**src/rtl/uart_lite_pkg.sv**
```systemverilog
// Shared definitions for the AXI UART Lite responder: register map, STAT/CTRL bits, responses.
package uart_lite_pkg;

   localparam logic [1:0] REG_RX   = 2'd0;
   localparam logic [1:0] REG_TX   = 2'd1;
   localparam logic [1:0] REG_STAT = 2'd2;
   localparam logic [1:0] REG_CTRL = 2'd3;

   localparam int unsigned STAT_RX_VALID = 0;
   localparam int unsigned STAT_RX_FULL  = 1;
   localparam int unsigned STAT_TX_EMPTY = 2;
   localparam int unsigned STAT_TX_FULL  = 3;
   localparam int unsigned STAT_INTR_EN  = 4;
   localparam int unsigned STAT_OVERRUN  = 5;
   localparam int unsigned STAT_W        = 6;

   localparam int unsigned CTRL_TX_CLR  = 0;
   localparam int unsigned CTRL_RX_CLR  = 1;
   localparam int unsigned CTRL_INTR_EN = 4;

   localparam logic [1:0] RESP_OKAY   = 2'b00;
   localparam logic [1:0] RESP_SLVERR = 2'b10;

endpackage

```
**src/rtl/sync_fifo.sv**
```systemverilog
// Synchronous FIFO with flow-through head; clear has priority over push and pop.
module sync_fifo #(
   parameter int unsigned WIDTH = 8,
   parameter int unsigned DEPTH = 16
) (
   input  logic             clk,
   input  logic             rst,
   input  logic             push,
   input  logic [WIDTH-1:0] din,
   input  logic             pop,
   input  logic             clear,
   output logic [WIDTH-1:0] dout,
   output logic             empty,
   output logic             full,
   output logic             last
);

   localparam int unsigned PTRW = $clog2(DEPTH);
   localparam logic [PTRW:0] COUNT_FULL = (PTRW+1)'(DEPTH);

   logic [WIDTH-1:0] mem_q [DEPTH];
   logic [PTRW-1:0]  wr_ptr_q, wr_ptr_d, rd_ptr_q, rd_ptr_d;
   logic [PTRW:0]    count_q, count_d;
   logic             do_push, do_pop;

   always_comb begin
      empty   = (count_q == '0);
      full    = (count_q == COUNT_FULL);
      last    = (count_q == (PTRW+1)'(1));
      // Head reads as zero when empty so the line side never sees stale bytes.
      dout    = empty ? '0 : mem_q[rd_ptr_q];
      do_pop  = pop && !empty;
      do_push = push && (!full || do_pop);
      wr_ptr_d = wr_ptr_q + PTRW'(do_push);
      rd_ptr_d = rd_ptr_q + PTRW'(do_pop);
      count_d  = count_q + (PTRW+1)'(do_push) - (PTRW+1)'(do_pop);
      if (clear) begin
         wr_ptr_d = '0;
         rd_ptr_d = '0;
         count_d  = '0;
      end
   end

   always_ff @(posedge clk or posedge rst) begin
      if (rst) begin
         wr_ptr_q <= '0;
         rd_ptr_q <= '0;
         count_q  <= '0;
      end else begin
         wr_ptr_q <= wr_ptr_d;
         rd_ptr_q <= rd_ptr_d;
         count_q  <= count_d;
      end
   end

   always_ff @(posedge clk) begin
      if (do_push && !clear) mem_q[wr_ptr_q] <= din;
   end

endmodule

```
**src/rtl/axi_uart_lite_responder.sv**
```systemverilog
// AXI4-Lite responder presenting the UART Lite register map over byte-wide RX/TX FIFOs.
module axi_uart_lite_responder
   import uart_lite_pkg::*;
#(
   parameter int unsigned AXI_DATAW      = 32,
   parameter int unsigned AXI_DATAW_BYTE = 4,
   parameter int unsigned AXI_ADDRW      = 32,
   parameter int unsigned FIFO_DEPTH     = 16
) (
   input  logic                      clk,
   input  logic                      rst,
   input  logic [AXI_ADDRW-1:0]      awaddr,
   input  logic [2:0]                awprot,
   input  logic                      awvalid,
   output logic                      awready,
   input  logic [AXI_DATAW-1:0]      wdata,
   input  logic [AXI_DATAW_BYTE-1:0] wstrb,
   input  logic                      wvalid,
   output logic                      wready,
   output logic [1:0]                bresp,
   output logic                      bvalid,
   input  logic                      bready,
   input  logic [AXI_ADDRW-1:0]      araddr,
   input  logic [2:0]                arprot,
   input  logic                      arvalid,
   output logic                      arready,
   output logic [AXI_DATAW-1:0]      rdata,
   output logic [1:0]                rresp,
   output logic                      rvalid,
   input  logic                      rready,
   input  logic                      rx_valid,
   input  logic [7:0]                rx_data,
   output logic                      tx_valid,
   output logic [7:0]                tx_data,
   input  logic                      tx_ready,
   output logic                      interrupt
);

   logic awready_q, awready_d, wready_q, wready_d, bvalid_q, bvalid_d;
   logic aw_held_q, aw_held_d, w_held_q, w_held_d;
   logic [1:0] wr_reg_q, wr_reg_d;
   logic [7:0] wr_byte_q, wr_byte_d;
   logic wr_strb0_q, wr_strb0_d;
   logic arready_q, arready_d, rvalid_q, rvalid_d;
   logic [AXI_DATAW-1:0] rdata_q, rdata_d;
   logic intr_en_q, intr_en_d, overrun_q, overrun_d, interrupt_q, interrupt_d;

   logic rx_empty, rx_full, rx_last, tx_empty, tx_full, tx_last;
   logic [7:0] rx_dout, tx_dout;
   logic aw_hs, w_hs, b_hs, ar_hs, r_hs, wr_exec, ctrl_wr;
   logic tx_push, tx_pop, tx_clear, rx_pop, rx_clear;
   logic [1:0] rd_reg;
   logic [STAT_W-1:0] stat;

   always_comb begin
      aw_hs    = awvalid && awready_q;
      w_hs     = wvalid && wready_q;
      b_hs     = bvalid_q && bready;
      ar_hs    = arvalid && arready_q;
      r_hs     = rvalid_q && rready;
      rd_reg   = araddr[3:2];
      wr_exec  = aw_held_q && w_held_q;
      ctrl_wr  = wr_exec && wr_strb0_q && (wr_reg_q == REG_CTRL);
      tx_push  = wr_exec && wr_strb0_q && (wr_reg_q == REG_TX);
      tx_clear = ctrl_wr && wr_byte_q[CTRL_TX_CLR];
      rx_clear = ctrl_wr && wr_byte_q[CTRL_RX_CLR];
      tx_pop   = tx_ready && !tx_empty;
      rx_pop   = ar_hs && (rd_reg == REG_RX);

      stat                = '0;
      stat[STAT_RX_VALID] = !rx_empty;
      stat[STAT_RX_FULL]  = rx_full;
      stat[STAT_TX_EMPTY] = tx_empty;
      stat[STAT_TX_FULL]  = tx_full;
      stat[STAT_INTR_EN]  = intr_en_q;
      stat[STAT_OVERRUN]  = overrun_q;
   end

   always_comb begin
      awready_d   = awready_q;
      wready_d    = wready_q;
      bvalid_d    = bvalid_q;
      aw_held_d   = aw_held_q;
      w_held_d    = w_held_q;
      wr_reg_d    = wr_reg_q;
      wr_byte_d   = wr_byte_q;
      wr_strb0_d  = wr_strb0_q;
      arready_d   = arready_q;
      rvalid_d    = rvalid_q;
      rdata_d     = rdata_q;
      intr_en_d   = intr_en_q;
      overrun_d   = overrun_q;

      if (aw_hs) begin
         awready_d = 1'b0;
         aw_held_d = 1'b1;
         wr_reg_d  = awaddr[3:2];
      end
      if (w_hs) begin
         wready_d   = 1'b0;
         w_held_d   = 1'b1;
         wr_byte_d  = wdata[7:0];
         wr_strb0_d = wstrb[0];
      end
      if (wr_exec) begin
         aw_held_d = 1'b0;
         w_held_d  = 1'b0;
         bvalid_d  = 1'b1;
      end
      if (b_hs) begin
         bvalid_d  = 1'b0;
         awready_d = 1'b1;
         wready_d  = 1'b1;
      end

      if (ar_hs) begin
         arready_d = 1'b0;
         rvalid_d  = 1'b1;
         rdata_d   = '0;
         case (rd_reg)
            REG_RX:   rdata_d[7:0] = rx_dout;
            REG_STAT: rdata_d[STAT_W-1:0] = stat;
            default:  rdata_d = '0;
         endcase
      end
      if (r_hs) begin
         rvalid_d  = 1'b0;
         arready_d = 1'b1;
      end

      if (ctrl_wr) intr_en_d = wr_byte_q[CTRL_INTR_EN];
      // A fresh overrun in the same cycle as a STAT read survives for the next read.
      if (ar_hs && (rd_reg == REG_STAT)) overrun_d = 1'b0;
      if (rx_valid && rx_full && !rx_pop) overrun_d = 1'b1;
      if (rx_clear) overrun_d = 1'b0;

      interrupt_d = intr_en_q &&
                    ((rx_empty && rx_valid && !rx_clear) ||
                     (tx_pop && tx_last && !tx_push && !tx_clear));
   end

   always_ff @(posedge clk or posedge rst) begin
      if (rst) begin
         awready_q   <= 1'b1;
         wready_q    <= 1'b1;
         bvalid_q    <= 1'b0;
         aw_held_q   <= 1'b0;
         w_held_q    <= 1'b0;
         wr_reg_q    <= '0;
         wr_byte_q   <= '0;
         wr_strb0_q  <= 1'b0;
         arready_q   <= 1'b1;
         rvalid_q    <= 1'b0;
         rdata_q     <= '0;
         intr_en_q   <= 1'b0;
         overrun_q   <= 1'b0;
         interrupt_q <= 1'b0;
      end else begin
         awready_q   <= awready_d;
         wready_q    <= wready_d;
         bvalid_q    <= bvalid_d;
         aw_held_q   <= aw_held_d;
         w_held_q    <= w_held_d;
         wr_reg_q    <= wr_reg_d;
         wr_byte_q   <= wr_byte_d;
         wr_strb0_q  <= wr_strb0_d;
         arready_q   <= arready_d;
         rvalid_q    <= rvalid_d;
         rdata_q     <= rdata_d;
         intr_en_q   <= intr_en_d;
         overrun_q   <= overrun_d;
         interrupt_q <= interrupt_d;
      end
   end

   sync_fifo #(.WIDTH(8), .DEPTH(FIFO_DEPTH)) u_rx_fifo (
      .clk   (clk),
      .rst   (rst),
      .push  (rx_valid),
      .din   (rx_data),
      .pop   (rx_pop),
      .clear (rx_clear),
      .dout  (rx_dout),
      .empty (rx_empty),
      .full  (rx_full),
      .last  (rx_last)
   );

   sync_fifo #(.WIDTH(8), .DEPTH(FIFO_DEPTH)) u_tx_fifo (
      .clk   (clk),
      .rst   (rst),
      .push  (tx_push),
      .din   (wr_byte_q),
      .pop   (tx_pop),
      .clear (tx_clear),
      .dout  (tx_dout),
      .empty (tx_empty),
      .full  (tx_full),
      .last  (tx_last)
   );

   assign awready   = awready_q;
   assign wready    = wready_q;
   assign bvalid    = bvalid_q;
   assign bresp     = RESP_OKAY;
   assign arready   = arready_q;
   assign rvalid    = rvalid_q;
   assign rdata     = rdata_q;
   assign rresp     = RESP_OKAY;
   assign tx_valid  = !tx_empty;
   assign tx_data   = tx_dout;
   assign interrupt = interrupt_q;

   // Address bits outside [3:2], upper data lanes and prot are don't-care by design.
   logic unused_bits;
   assign unused_bits = ^{awaddr[AXI_ADDRW-1:4], awaddr[1:0], araddr[AXI_ADDRW-1:4], araddr[1:0],
                          wdata[AXI_DATAW-1:8], wstrb[AXI_DATAW_BYTE-1:1], awprot, arprot,
                          rx_last};

endmodule

```
**config.mk**
```make
export PLATFORM = sky130hd
export DESIGN_NAME = axi_uart_lite_responder
export DESIGN_NICKNAME = d
export VERILOG_FILES = /design/src/rtl/uart_lite_pkg.sv /design/src/rtl/sync_fifo.sv /design/src/rtl/axi_uart_lite_responder.sv
export SDC_FILE = /design/constraint.sdc
export NUM_CORES = 1
export LEC_CHECK = 0
export CORE_ASPECT_RATIO = 1.2
export CORE_MARGIN = 2
export CORE_UTILIZATION = 52
export DETAILED_ROUTE_END_ITERATION = 10
export PLACE_DENSITY = 0.86
export RECOVER_POWER = 50
export SLEW_MARGIN = 10
export SYNTH_ARGS = -nofsm -noshare
export SYNTH_HDL_FRONTEND = slang
export SYNTH_SLANG_ARGS = --single-unit
```
**constraint.sdc**
```tcl
create_clock -name clk -period 3.2 [get_ports clk]
set_clock_uncertainty 0.05 [all_clocks]
set_input_delay 0.32 -clock clk [delete_from_list [all_inputs] [get_ports clk]]
set_output_delay 0.32 -clock clk [all_outputs]
set_load 0.02 [all_outputs]
```
# Yosys cells after proc, flatten, opt, wreduce, memory -nomap -nowiden
# Memories as Yosys holds them, arrays and structs flattened.
# Cells that the tools add are included.
dict set report totals {
  ff_bits 55
  mem_bits_rw 256
  inputBits 123
  out_inout_bits 51
  elab_cells 116
  mem_count 2
}
dict set report classes {
  add_sub_neg 8
  n_eq_ne 6
  mux 31
  n_reduce_logical 49
}
# memory words width rd rd_clocked_by_memory_dff write_ports line_no
set mem_list {}
lappend mem_list {u_rx_fifo.mem_q 16 8 1 0 1 sync_fifo.sv:21} ;# logic [WIDTH-1:0] mem_q [DEPTH];
lappend mem_list {u_tx_fifo.mem_q 16 8 1 0 1 sync_fifo.sv:21}
# op count
set op_table {}
lappend op_table {{$logic_and 1x1->1} 28}
lappend op_table {{$mux 1} 21}
lappend op_table {{$add 4x1->4} 4}
lappend op_table {{$mux 4} 4}
lappend op_table {{$mux 8} 2}
lappend op_table {{$pmux 6 s2} 1}
lappend op_table {{$reduce_bool 2->1} 6}
lappend op_table {{$add 5x1->5} 2}
lappend op_table {{$eq 5x5->1 const B} 2}
lappend op_table {{$logic_not 5->1} 2}
lappend op_table {{$mux 5} 2}
lappend op_table {{$sub 5x1->5} 2}
lappend op_table {{$logic_not 1->1} 8}
lappend op_table {{$eq 5x1->1 const B} 1}
lappend op_table {{$eq 2x2->1 const B} 2}
lappend op_table {{$logic_or 1x1->1} 3}
lappend op_table {{$reduce_bool 3->1} 1}
lappend op_table {{$eq 2x1->1 const B} 1}
lappend op_table {{$logic_not 2->1} 1}
lappend op_table {{$mux 2} 1}

# Logic depth before layout (Yosys ltp)
dict set report depth {
  depth_word 9
  mapped_depth 14
  depth_no_buf 14
}

# Modules after synthesis
# Synthesis repeated with hierarchy kept, for this count alone.
dict set report hier_totals {
  cells_unflattened 725
  hier_area_um2 13041.3
}
# mod instances cells_per_inst area_per_inst_um2 seq_area_each_um2
set modules_own_cells {}
lappend modules_own_cells {sync_fifo 2 297 5798.1 4169.0}
lappend modules_own_cells {axi_uart_lite_responder 1 131 1445.1 729.4}

# Worst setup path before layout
# Ideal clock, no wire load.
dict set report synth_timing {
  path_type {reg2reg}
  from {reg arready_q, in the netlist arready}
  to {mem u_rx_fifo.mem_q[0][0], enable pin}
  setup_ns 0.383
  t_arrival_ns 2.229
  required_time_ns 2.767
  path_slack_ns 0.538
  path_stages_with_launch 5
  path_buffers 0
  synth_period_minus_slack_ns 2.662
  cell_sequence {dfstp_2 > nand4bb_1 > a21boi_1 > or4b_1 > nor3_1}
}
dict set report synth_between {
  elab_chain_cells 8
}
# item line_no
set synth_rtl {}
lappend synth_rtl {{start: declaration} axi_uart_lite_responder.sv:44} ;# logic arready_q, arready_d, rvalid_q, rvalid_d;
lappend synth_rtl {{start signal: assignment} axi_uart_lite_responder.sv:167} ;# arready_q <= arready_d;
lappend synth_rtl {{$logic_and 1x1->1} axi_uart_lite_responder.sv:59} ;# ar_hs = arvalid && arready_q;
lappend synth_rtl {{$logic_and 1x1->1} axi_uart_lite_responder.sv:68} ;# rx_pop = ar_hs && (rd_reg == REG_RX);
lappend synth_rtl {{$logic_and 1x1->1} sync_fifo.sv:32} ;# do_pop = pop && !empty;
lappend synth_rtl {{$logic_or 1x1->1} sync_fifo.sv:33} ;# do_push = push && (!full || do_pop);
lappend synth_rtl {{$logic_and 1x1->1} sync_fifo.sv:33}
lappend synth_rtl {{$logic_and 1x1->1} sync_fifo.sv:57} ;# if (do_push && !clear) mem_q[wr_ptr_q] <= din;
lappend synth_rtl {{$mux 1} sync_fifo.sv:57}
lappend synth_rtl {{$mux 1 (implied by the code)} sync_fifo.sv:57}
lappend synth_rtl {{end: declaration} sync_fifo.sv:21}
# Every way passes these cells.

# Final worst setup path
dict set report layout_timing {
  from {reg u_tx_fifo.rd_ptr_q[0]}
  to {out tx_data[6]}
}
dict set report layout_between {
  elab_chain_cells 2
}
# item line_no
set layout_rtl {}
lappend layout_rtl {{start: declaration} sync_fifo.sv:22} ;# logic [PTRW-1:0] wr_ptr_q, wr_ptr_d, rd_ptr_q, rd_ptr_d;
lappend layout_rtl {{start signal: assignment} sync_fifo.sv:51} ;# rd_ptr_q <= rd_ptr_d;
lappend layout_rtl {{$mem_v2 16x8} n/a}
lappend layout_rtl {{$mux 8} sync_fifo.sv:31} ;# dout = empty ? '0 : mem_q[rd_ptr_q];
lappend layout_rtl {{end: declaration} axi_uart_lite_responder.sv:34} ;# output logic [7:0] tx_data,
# Every way passes these cells.

==> results_dict.tcl <==
set metrics [dict create \
    grt_pass1_wl_mm 39.8 \
    drc 0 \
    worst_pin_slew_ns 1.25 \
    core_um2 24000 \
    root_buffer "clkbuf_16" \
    crit_required_ns 2.83 \
    final_common_cell "edfxtp_1" \
    fin_util_pct 61.6 \
    gr-total-overflow 0 \
    critPathMaxStageDelay_ns 0.57 \
    synth-async-reset-ratio_pct 17.7 \
    io_pins 174 \
    hold_violations 0 \
    dr.first_iter.drc_count 546 \
    critPathTopFamily "multiplexers" \
    final_cell_mix "256 x edfxtp_1, 73 x mux4_2, 50 x dfrtp_1" \
    powerDensity_nw_per_um2 851 \
    ir_drop_v 0.000592 \
    synth-edff-count 256 \
    antenna_cells 0 \
    maxCapViolations 0 \
    hpwl_mm 16.5 \
    relSlewSlack_pct 16.9 \
    path_class "reg2out" \
    dr.pass1.iters 5 \
    grt_max_degree 35 \
    synth_top_area_cell "edfxtp_1" \
    path_buf_inv 2 \
    ys_warn_count 0 \
    drive_gt1_share_pct 22.2 \
    reg2reg_slack_ns 0.47 \
    cp_max_fo 8 \
    cts_setup_buffers 0 \
    netlist-cell-type-count 51 \
    ant_nets 0 \
    path_clk_slew_ns 0.07 \
    vias 6443 \
    rows 62 \
    tns_ns 0 \
    synth-seq-cells 311 \
    ys.flop_type "edfxtp_1" \
    setup_violations 0 \
    htreeDepth 1 \
    area_growth_pct 15.9 \
    hp-class "in2reg" \
    dp_slack_ns 0.230 \
    wirelength_mm 26.4 \
    synth_seq_area_share_pct 71.2 \
    crit_path_frequent_cell "mux4_2" \
    worstPathCellList "buf_12 -> mux4_2 -> mux4_2 -> nor2b_1 -> clkdlybuf4s15_1" \
    fin_crit_ns 3.12 \
    die_area_um2 25800 \
    routed_via_density 5.71 \
    grt_antenna_before_repair 0 \
    place_congestion 0.786 \
    cts_sinks 311 \
    crit_arrival_ns 2.75 \
    rsz0062_at_grt "false" \
    synth_area_um2 12700 \
    routedWlPerCell_um 23.4 \
    start_kind "flip-flop" \
    cp_slowest_cell "mux4_2" \
    fp.dieH_um 175 \
    tritoncts "built" \
    grt_pass1_vias 6717 \
    worstSkewPairLatency_ns 0.56 \
    synth_area_leaders "edfxtp_1 60%, mux4_2 13%, dfrtp_1 10%" \
    synth_top_area_share_pct 60.4 \
    cts.path.max_buffers 3 \
    netlist_instances 681 \
    finalMaxSlewViolations 0 \
    fin_ws_ns 0.0770 \
    grt_usage_pct 20.7 \
    max_freq_ghz 0.320 \
    die-width_um 147 \
    setup.worst_path.end_class "output port" \
    placement.io_buffers 52 \
    syn_avg_cell_area_um2 18.7 \
    status "complete, no violations" \
    finalNetCount 927 \
    period_share_pct 97.6 \
    numCtsBuffers 30 \
    start_util_pct 53.1 \
    leakage_nw 5.14 \
]
-- sequential cells by signal, summed over array words and instances (netlist names), 2 cells and up --
name,count
u_rx_fifo.mem_q,128
rdata,8
u_rx_fifo.count_q,5
u_tx_fifo.rd_ptr_q,4
u_tx_fifo.mem_q,128
u_tx_fifo.wr_ptr_q,4
u_rx_fifo.wr_ptr_q,4
wr_reg_q,2
u_tx_fifo.count_q,5
u_rx_fifo.rd_ptr_q,4
wr_byte_q,8
-- routing by layer --
layer	wire [um]	vias up	GRT usage, %	share of wire [%]
met1	9560	3335	25.0	36
met2	14500	230	38.0	55
met3	1330	60	2.78	5.0
li1	-	2818	-	-
met4	967	0	7.61	3.7
met5	0	-	0	0
-- report_power, final --
group | total, mW | switching, mW | leakage, nW | internal, mW
registers | 5.83 | 0.727 | 2.99 | 5.11
logic | 3.36 | 1.56 | 1.69 | 1.80
clock network | 3.37 | 1.46 | 0.468 | 1.92
-- final cells by class --
| type | count | area (um^2) |
|---|---|---|
| well taps | 320 | 400 |
| clock inverters | 18 | 160 |
| inverters | 20 | 75.1 |
| repair buffers | 100 | 926 |
| fillers | 1608 | 9210 |
| flip-flops and latches | 311 | 9070 |
| multi-input cells | 321 | 3340 |
| clock buffers | 38 | 791 |
-- metrics by stage --
step	hold WS (ns)	power (mW)	cells	cell area, um^2
2_1_floorplan	0.333	8.05	708	12800
4_1_cts	0.168	12.6	1127	14800
3_5_place_dp	0.442	9.24	1070	13800
5_1_grt	0.259	13.1	1128	14800
3_3_place_gp	0.432	9.09	1070	13800
6_report	0.267	12.6	1128	14800
-- cells by family after synthesis --
| logic type | share of synthesized area, % |
|---|---|
| simple gates | 5.30 |
| flops | 71.2 |
| xor+xnor | 0.825 |
| compound gates | 1.84 |
| other cells | 0.0294 |
| mux | 15.4 |
| fa+ha+maj | 2.08 |
| buf+inv | 3.35 |
-- final timing paths --
check | start | cells after the start | endpoint
max in group asynchronous | rst | 3 | wr_reg_q[0]
min in group asynchronous | rst | 2 | u_tx_fifo.count_q[2]
min | wvalid | 2 | wready
max reg2reg | u_tx_fifo.count_q[3] | 14 | u_tx_fifo.count_q[4]
min reg2reg | rvalid | 1 | rvalid
max | u_tx_fifo.rd_ptr_q[0] | 5 | tx_data[6]
-- cells in the mapped netlist, types with 3 or more instances --
cell type  instances
edfxtp_1         256
buf_6              4
inv_1             20
nor4bb_1           3
dfstp_2            3
xnor2_1            6
nand3_1           10
nor3_1            10
o21ai_0            3
and2_1             5
or3_1              3
dfrtp_1           52
mux4_2            73
xor2_1             6
nor2_1            40
mux2_2            12
buf_4             28
a21oi_1            6
ha_1              18
clkbuf_1          13
buf_1              6
o22ai_1            5
nor2b_1           17
nand2b_1           5
nand2_1           14
buf_2              5
mux2i_1           18
nor3b_1            3
a221o_1            5
a21o_1             3
-- what timing repair did --
item	4_1_cts	5_1_grt
resized for setup	8	9
hold buffers	0	0
cloned	1	1
setup endpoints to repair	8	7
Power figures use the tool's default switching activity.
